$ cat src/rtl/sys_bridge_n.sv
// -----------------------------------------------------------------------------
// sys_bridge_n
//   Registered request/acknowledge bridge between the CPU data port and up to
//   NDEV memory-mapped devices. An access is decoded once and latched, the
//   selected device holds the transfer in WAIT for as long as it needs, and the
//   CPU sees a single-cycle cpu_ready pulse carrying read data and a bus error
//   flag. Device interrupt lines are synchronised into the CPU's HWInt field.
//
//   Optional feature macro: BRIDGE_TIMEOUT_EN
//     defined   : a saturating wait counter ends any WAIT that lasts TIMEOUT
//                 cycles without dev_ack, returning a bus error.
//     undefined : WAIT lasts until the selected device acks; errors are
//                 reported only for unmapped addresses.
//
//   Ports
//     clk        system clock, all state on rising edge
//     reset      asynchronous active-low reset
//     cpu_req    access request, held until cpu_ready
//     cpu_we     1 = write
//     cpu_addr   byte address
//     cpu_be     byte enables
//     cpu_wd     write data
//     cpu_ready  one-cycle completion pulse
//     cpu_rd     read data, valid with cpu_ready (0 otherwise)
//     cpu_err    bus error, valid with cpu_ready (0 otherwise)
//     dev_sel    one-hot device select, held through WAIT
//     dev_we     write strobe, latched cpu_we during WAIT
//     dev_addr   latched address
//     dev_be     latched byte enables
//     dev_wd     latched write data
//     dev_rd     packed device read data, slot i at [32i+31:32i]
//     dev_ack    device completion, only the selected bit is honoured
//     dev_irq    raw device interrupt lines
//     hwint      synchronised interrupts, bits >= NDEV read 0
// -----------------------------------------------------------------------------
module sys_bridge_n #(
  parameter int unsigned          NDEV    = 3,
  parameter logic [NDEV*32-1:0]   BASE    = {32'h0000_7f10, 32'h0000_7f00, 32'h0000_0000},
  parameter logic [NDEV*32-1:0]   MASK    = {32'hFFFF_FFF0, 32'hFFFF_FFF0, 32'hFFFF_C000},
  parameter int unsigned          TIMEOUT = 16
) (
  input  logic                 clk,
  input  logic                 reset,
  input  logic                 cpu_req,
  input  logic                 cpu_we,
  input  logic [31:0]          cpu_addr,
  input  logic [3:0]           cpu_be,
  input  logic [31:0]          cpu_wd,
  output logic                 cpu_ready,
  output logic [31:0]          cpu_rd,
  output logic                 cpu_err,
  output logic [NDEV-1:0]      dev_sel,
  output logic                 dev_we,
  output logic [31:0]          dev_addr,
  output logic [3:0]           dev_be,
  output logic [31:0]          dev_wd,
  input  logic [NDEV*32-1:0]   dev_rd,
  input  logic [NDEV-1:0]      dev_ack,
  input  logic [NDEV-1:0]      dev_irq,
  output logic [5:0]           hwint
);

  typedef enum logic [1:0] {
    S_IDLE = 2'd0,
    S_WAIT = 2'd1,
    S_DONE = 2'd2
  } state_e;

  state_e            state_q, state_d;
  logic [NDEV-1:0]   sel_q, sel_d;
  logic              we_q, we_d;
  logic [31:0]       addr_q, addr_d;
  logic [3:0]        be_q, be_d;
  logic [31:0]       wd_q, wd_d;
  logic [31:0]       rd_q, rd_d;
  logic              err_q, err_d;
  logic [NDEV-1:0]   irq_meta_q, irq_sync_q;

  logic [NDEV-1:0]   hit_sel;
  logic              ack_hit;
  logic [31:0]       rd_sel;
  logic              timeout_hit;

  // Address decode. Scanning from the highest slot down lets a lower slot
  // overwrite the result, so the lowest hitting index wins on overlap.
  always_comb begin
    // NOTE: every combinational output gets a default before any branch;
    // a path that leaves it unassigned would infer a latch.
    hit_sel = '0;
    for (int i = int'(NDEV) - 1; i >= 0; i--) begin
      if ((cpu_addr & MASK[i*32 +: 32]) == BASE[i*32 +: 32]) begin
        hit_sel    = '0;
        hit_sel[i] = 1'b1;
      end
    end
  end

  // Only the ack and read data of the currently selected slot matter.
  always_comb begin
    ack_hit = |(dev_ack & sel_q);
    rd_sel  = '0;
    for (int i = 0; i < int'(NDEV); i++) begin
      if (sel_q[i]) rd_sel = dev_rd[i*32 +: 32];
    end
  end

`ifdef BRIDGE_TIMEOUT_EN
  localparam int unsigned CNT_W = $clog2(TIMEOUT + 1);

  logic [CNT_W-1:0] cnt_q, cnt_d;

  // cnt_q counts completed WAIT cycles, so the edge that would make it reach
  // TIMEOUT is the last WAIT cycle: dev_sel is held for exactly TIMEOUT cycles.
  assign timeout_hit = (state_q == S_WAIT) && (cnt_q >= CNT_W'(TIMEOUT - 1));

  always_comb begin
    cnt_d = cnt_q;
    if (state_q == S_IDLE) begin
      cnt_d = '0;
    end else if (state_q == S_WAIT && cnt_q != CNT_W'(TIMEOUT)) begin
      cnt_d = cnt_q + 1'b1;
    end
  end

  always_ff @(posedge clk or negedge reset) begin
    if (!reset) cnt_q <= '0;
    else        cnt_q <= cnt_d;
  end
`else
  assign timeout_hit = 1'b0;
`endif

  // Next-state and datapath latch logic.
  always_comb begin
    state_d = state_q;
    sel_d   = sel_q;
    we_d    = we_q;
    addr_d  = addr_q;
    be_d    = be_q;
    wd_d    = wd_q;
    rd_d    = rd_q;
    err_d   = err_q;

    unique case (state_q)
      S_IDLE: begin
        if (cpu_req) begin
          addr_d = cpu_addr;
          be_d   = cpu_be;
          wd_d   = cpu_wd;
          if (|hit_sel) begin
            sel_d   = hit_sel;
            we_d    = cpu_we;
            state_d = S_WAIT;
          end else begin
            // Unmapped: no device sees a strobe, the CPU gets an error.
            sel_d   = '0;
            we_d    = 1'b0;
            rd_d    = '0;
            err_d   = 1'b1;
            state_d = S_DONE;
          end
        end
      end

      S_WAIT: begin
        // Ack is checked before timeout, so a same-cycle ack completes cleanly.
        if (ack_hit) begin
          rd_d    = we_q ? 32'h0 : rd_sel;
          err_d   = 1'b0;
          sel_d   = '0;
          we_d    = 1'b0;
          state_d = S_DONE;
        end else if (timeout_hit) begin
          rd_d    = '0;
          err_d   = 1'b1;
          sel_d   = '0;
          we_d    = 1'b0;
          state_d = S_DONE;
        end
      end

      S_DONE: begin
        state_d = S_IDLE;
      end

      default: begin
        state_d = S_IDLE;
      end
    endcase
  end

  // Reset is asynchronous so dev_sel drops immediately even mid-WAIT.
  always_ff @(posedge clk or negedge reset) begin
    if (!reset) begin
      state_q    <= S_IDLE;
      sel_q      <= '0;
      we_q       <= 1'b0;
      addr_q     <= '0;
      be_q       <= '0;
      wd_q       <= '0;
      rd_q       <= '0;
      err_q      <= 1'b0;
      irq_meta_q <= '0;
      irq_sync_q <= '0;
    end else begin
      // NOTE: state registers use non-blocking assignments so every flop
      // samples pre-edge values, independent of statement order.
      state_q    <= state_d;
      sel_q      <= sel_d;
      we_q       <= we_d;
      addr_q     <= addr_d;
      be_q       <= be_d;
      wd_q       <= wd_d;
      rd_q       <= rd_d;
      err_q      <= err_d;
      irq_meta_q <= dev_irq;
      irq_sync_q <= irq_meta_q;
    end
  end

  assign cpu_ready = (state_q == S_DONE);
  assign cpu_rd    = cpu_ready ? rd_q  : 32'h0;
  assign cpu_err   = cpu_ready ? err_q : 1'b0;

  assign dev_sel   = sel_q;
  assign dev_we    = we_q;
  assign dev_addr  = addr_q;
  assign dev_be    = be_q;
  assign dev_wd    = wd_q;

  // Interrupts are level-sensitive; unused HWInt bits stay 0.
  always_comb begin
    hwint             = '0;
    hwint[NDEV-1:0]   = irq_sync_q;
  end

endmodule

$ cat config.mk
export PLATFORM = sky130hd
export DESIGN_NAME = sys_bridge_n
export DESIGN_NICKNAME = d
export VERILOG_FILES = /design/src/rtl/sys_bridge_n.sv
export SDC_FILE = /design/constraint.sdc
export NUM_CORES = 1
export LEC_CHECK = 0
export ABC_CLOCK_PERIOD_IN_PS = 1550
export BUFFER_PORTS_ARGS = -buffer_cell sky130_fd_sc_hd__buf_2
export CORE_MARGIN = 2
export CORE_UTILIZATION = 35
export CTS_CLUSTER_DIAMETER = 80
export DETAILED_ROUTE_END_ITERATION = 12
export PLACE_DENSITY = 0.67
export SYNTH_ARGS = -nofsm -noshare
export SYNTH_HDL_FRONTEND = slang
export SYNTH_SLANG_ARGS = --single-unit
$ cat constraint.sdc
create_clock -name clk -period 1.55 [get_ports clk]
set_input_delay 0.0775 -clock clk [delete_from_list [all_inputs] [get_ports clk]]
set_output_delay 0.0775 -clock clk [all_outputs]
set_load 0.02 [all_outputs]
==> impl_metrics.json <==
{
  "netlist_top_cells_area": "dfrtp_1 (52%), mux2_2 (14%), o2bb2ai_2 (8.1%)",
  "p_int_w": 0.00724,
  "dp_hpwl_mm": 10.6,
  "synth_seq_area_share_pct": 52.5,
  "die_area_um2": 16400,
  "initial_core_util_pct": 35.6,
  "pin_count": 286,
  "clk_path_buf_depth": 2,
  "power_density_nw_per_um2": 1050,
  "fin_skew_ns": 0.00553,
  "postLayoutSetupSlackWorst_ns": -0.146,
  "core_region_area_um2": 15100,
  "cp_data_arrival_time_ns": 1.99,
  "syn-instance-count": 442,
  "fin_crit_ns": 1.70,
  "firstDrtPassIters": 6,
  "critPathLaunchType": "flip-flop",
  "drt_first_iter_violations": 187,
  "num_rows": 45,
  "clkPwrFrac_pct": 46.2,
  "tritoncts": "yes",
  "die_y_um": 128,
  "grt_overflow": 0,
  "grt_max_degree": 48,
  "status": "finished, violations left",
  "pre_cts_ws_ns": -0.0993,
  "drc_errors": 0,
  "final_max_slew_viol_count": 0,
  "antenna_found_initial": 0,
  "power_switching_w": 0.00240,
  "clk_latency_ns": 0.41,
  "cts_root_buffer": "clkbuf_16",
  "finalHoldViolations": 0,
  "timing.hold.ws_ns": 0.0205,
  "portBuffers": 282,
  "clock_sinks": 113,
  "ant_nets": 0,
  "drt_wl_total_mm": 16.4,
  "drv_cap": 0,
  "synth_area_um2": 5390,
  "viasPerCell": 4.73,
  "seq_power_share_pct": 35.3,
  "worstPathRequired_ns": 1.84,
  "grt_pass1_wl_mm": 24.9,
  "grt_pass1_vias": 4990,
  "leakage_nw": 4.31,
  "drive_gt1_share_pct": 59.2,
  "synth_top_area_cell": "dfrtp_1",
  "max_freq_mhz": 590,
  "switching_share_pct": 24.9,
  "fin_crit_sh_pct": 109,
  "avgSynthCellArea_um2": 12.2,
  "p_total_w": 0.00964,
  "fp.dieW_um": 128,
  "cts.clk_slew.worst_paths_ns": 0.05,
  "rsz0062_at_grt": "yes",
  "synth_warnings": 0,
  "gp_congestion": 0.745,
  "synth_top_area_share_pct": 52.5,
  "avgRoutedWirePerCell_um": 15.9,
  "tns_ns": -5.28,
  "htreeDepth": 4,
  "crit_fanout": 6,
  "critPathCaptureType": "flip-flop",
  "nNetsFinal": 1006,
  "track_usage_pct": 19.9,
  "hold_class": "primary input to flip-flop",
  "final_cell_count_no_fill": 1033,
  "comb_power_share_pct": 18.5,
  "violations": "setup timing",
  "path_class": "flip-flop to flip-flop",
  "ys_ff_latch": 113,
  "setup_viol": 69,
  "n_antenna_cell": 0,
  "vias": 4886,
  "dp_cells": 912,
  "area_growth_pct": 70.5,
  "numCtsBuffers": 17,
  "synth_cell_types": 38,
  "ir_drop_mv": 0.722
}
[path summary, 6_finish.rpt]
path                       depth (start not counted)            end  slack, ns           from
max                                                8        rd_q[1]      -0.15     dev_sel[0]
min                                                4       rd_q[21]       0.02     dev_rd[85]
max reg2reg                                        8        rd_q[1]      -0.15     dev_sel[0]
min reg2reg                                        0  irq_sync_q[1]       0.35  irq_meta_q[1]
max in group asynchronous                          3        rd_q[3]       0.96          reset
min in group asynchronous                          2  irq_sync_q[2]       0.07          reset
[synth_stat cells (all sizes together)]
cell type	number
a211o	1
a21o	1
a222oi	1
a22o	1
a22oi	31
a31o	1
a32o	2
a41oi	1
and2	34
and3	2
buf	18
clkbuf	13
clkdlybuf4s50	1
conb	1
dfrtp	113
dlygate4sd1	1
inv	35
mux2	68
nand2	34
nand2b	2
nand4	1
nor2	1
nor2b	2
nor3	3
nor3b	2
nor4	3
o211ai	1
o21ai	33
o22a	1
o2bb2ai	31
o31ai	1
or3	1
or4	1
[what timing repair did]
action,CTS,global route
setup buffers,11,3
hold buffers,75,0
resized for setup,86,32
endpoints found under the hold margin,189,0
endpoints found under the setup margin,67,137
pin swaps,2,11
cloned,3,1
[sequential cells by signal, summed over array words and instances (netlist names)]
name and flops:
dev_addr 32, irq_sync_q 3, irq_meta_q 3, rd_q 32
dev_we 1, dev_wd 32, dev_be 4, state_q 2
dev_sel 3, err_q 1
[final cells by class]
| cell class | instances | area, µm² |
|---|---|---|
| fill | 1252 | 5960 |
| timing repair buffer | 402 | 2950 |
| sequential | 113 | 2830 |
| multi-input combinational | 263 | 2350 |
| clock buffer | 24 | 512 |
| tap | 188 | 235 |
| clock inverter | 8 | 171 |
| inverter | 35 | 131 |
[cell usage in the layout (no fill, tap or decap), drive strengths merged, types with 2 or more instances in the layout]
cell type / Yosys / routed
dlygate4sd3: 0 / 75
bufinv: 0 / 5
conb: 1 / 3
o2bb2ai: 31 / 31
nor4: 3 / 3
dfrtp: 113 / 113
clkbuf: 13 / 25
a32o: 2 / 2
and2: 34 / 34
and3: 2 / 2
nand2: 34 / 34
mux2: 68 / 68
buf: 18 / 326
clkinv: 0 / 2
o21ai: 33 / 33
nor3b: 2 / 2
nand2b: 2 / 2
nor3: 3 / 3
inv: 35 / 35
nor2b: 2 / 2
a22oi: 31 / 31
[cells by family (layout without fill, tap and decap cells)]
| logic type | Yosys count | count (layout) | synth area share [%] |
|---|---|---|---|
| DFF | 113 | 113 | 52.5 |
| AOI/OAI and AO/OA | 106 | 106 | 18.4 |
| and+or+nand+nor | 86 | 86 | 8.78 |
| muxes | 68 | 68 | 14.2 |
| buffers and inverters | 68 | 469 | 6.11 |
| other | 1 | 3 | 0.0696 |
[worst max-delay path, cell delays in order (launching register included)]
cell and delay (ns):
dfrtp_2 0.36, a222oi_1 0.09, buf_4 0.15, a211o_4 0.33, a41oi_4 0.23, buf_6 0.14, buf_12 0.11, buf_16 0.12
o2bb2ai_2 0.05
[routing by layer]
layer	GRT usage [%]	up-vias	part of all wire [%]
met4	9.31	0	3.0
met5	0	-	0
met1	20.8	2327	39
met2	36.6	180	53
met3	5.72	39	5.6
li1	-	2340	-
[power groups by stage]
stage / clock network, W / registers, W / logic, W
5_1_grt: 0.00468 / 0.00343 / 0.00189
6_report: 0.00445 / 0.00340 / 0.00178
4_1_cts: 0.00455 / 0.00339 / 0.00175
3_3_place_gp: 0 / 0.00342 / 0.00151
2_1_floorplan: 0 / 0.00381 / 0.000416
3_5_place_dp: 0 / 0.00343 / 0.00152
[per-stage QoR]
stage / util (%) / instance area [µm²]
floorplan: - / 5400
global placement: 47.7 / 7230
detailed placement: 47.7 / 7230
CTS: 60.0 / 9090
global route: 60.7 / 9190
finish: 60.7 / 9190
Power figures use the tool's default switching activity.
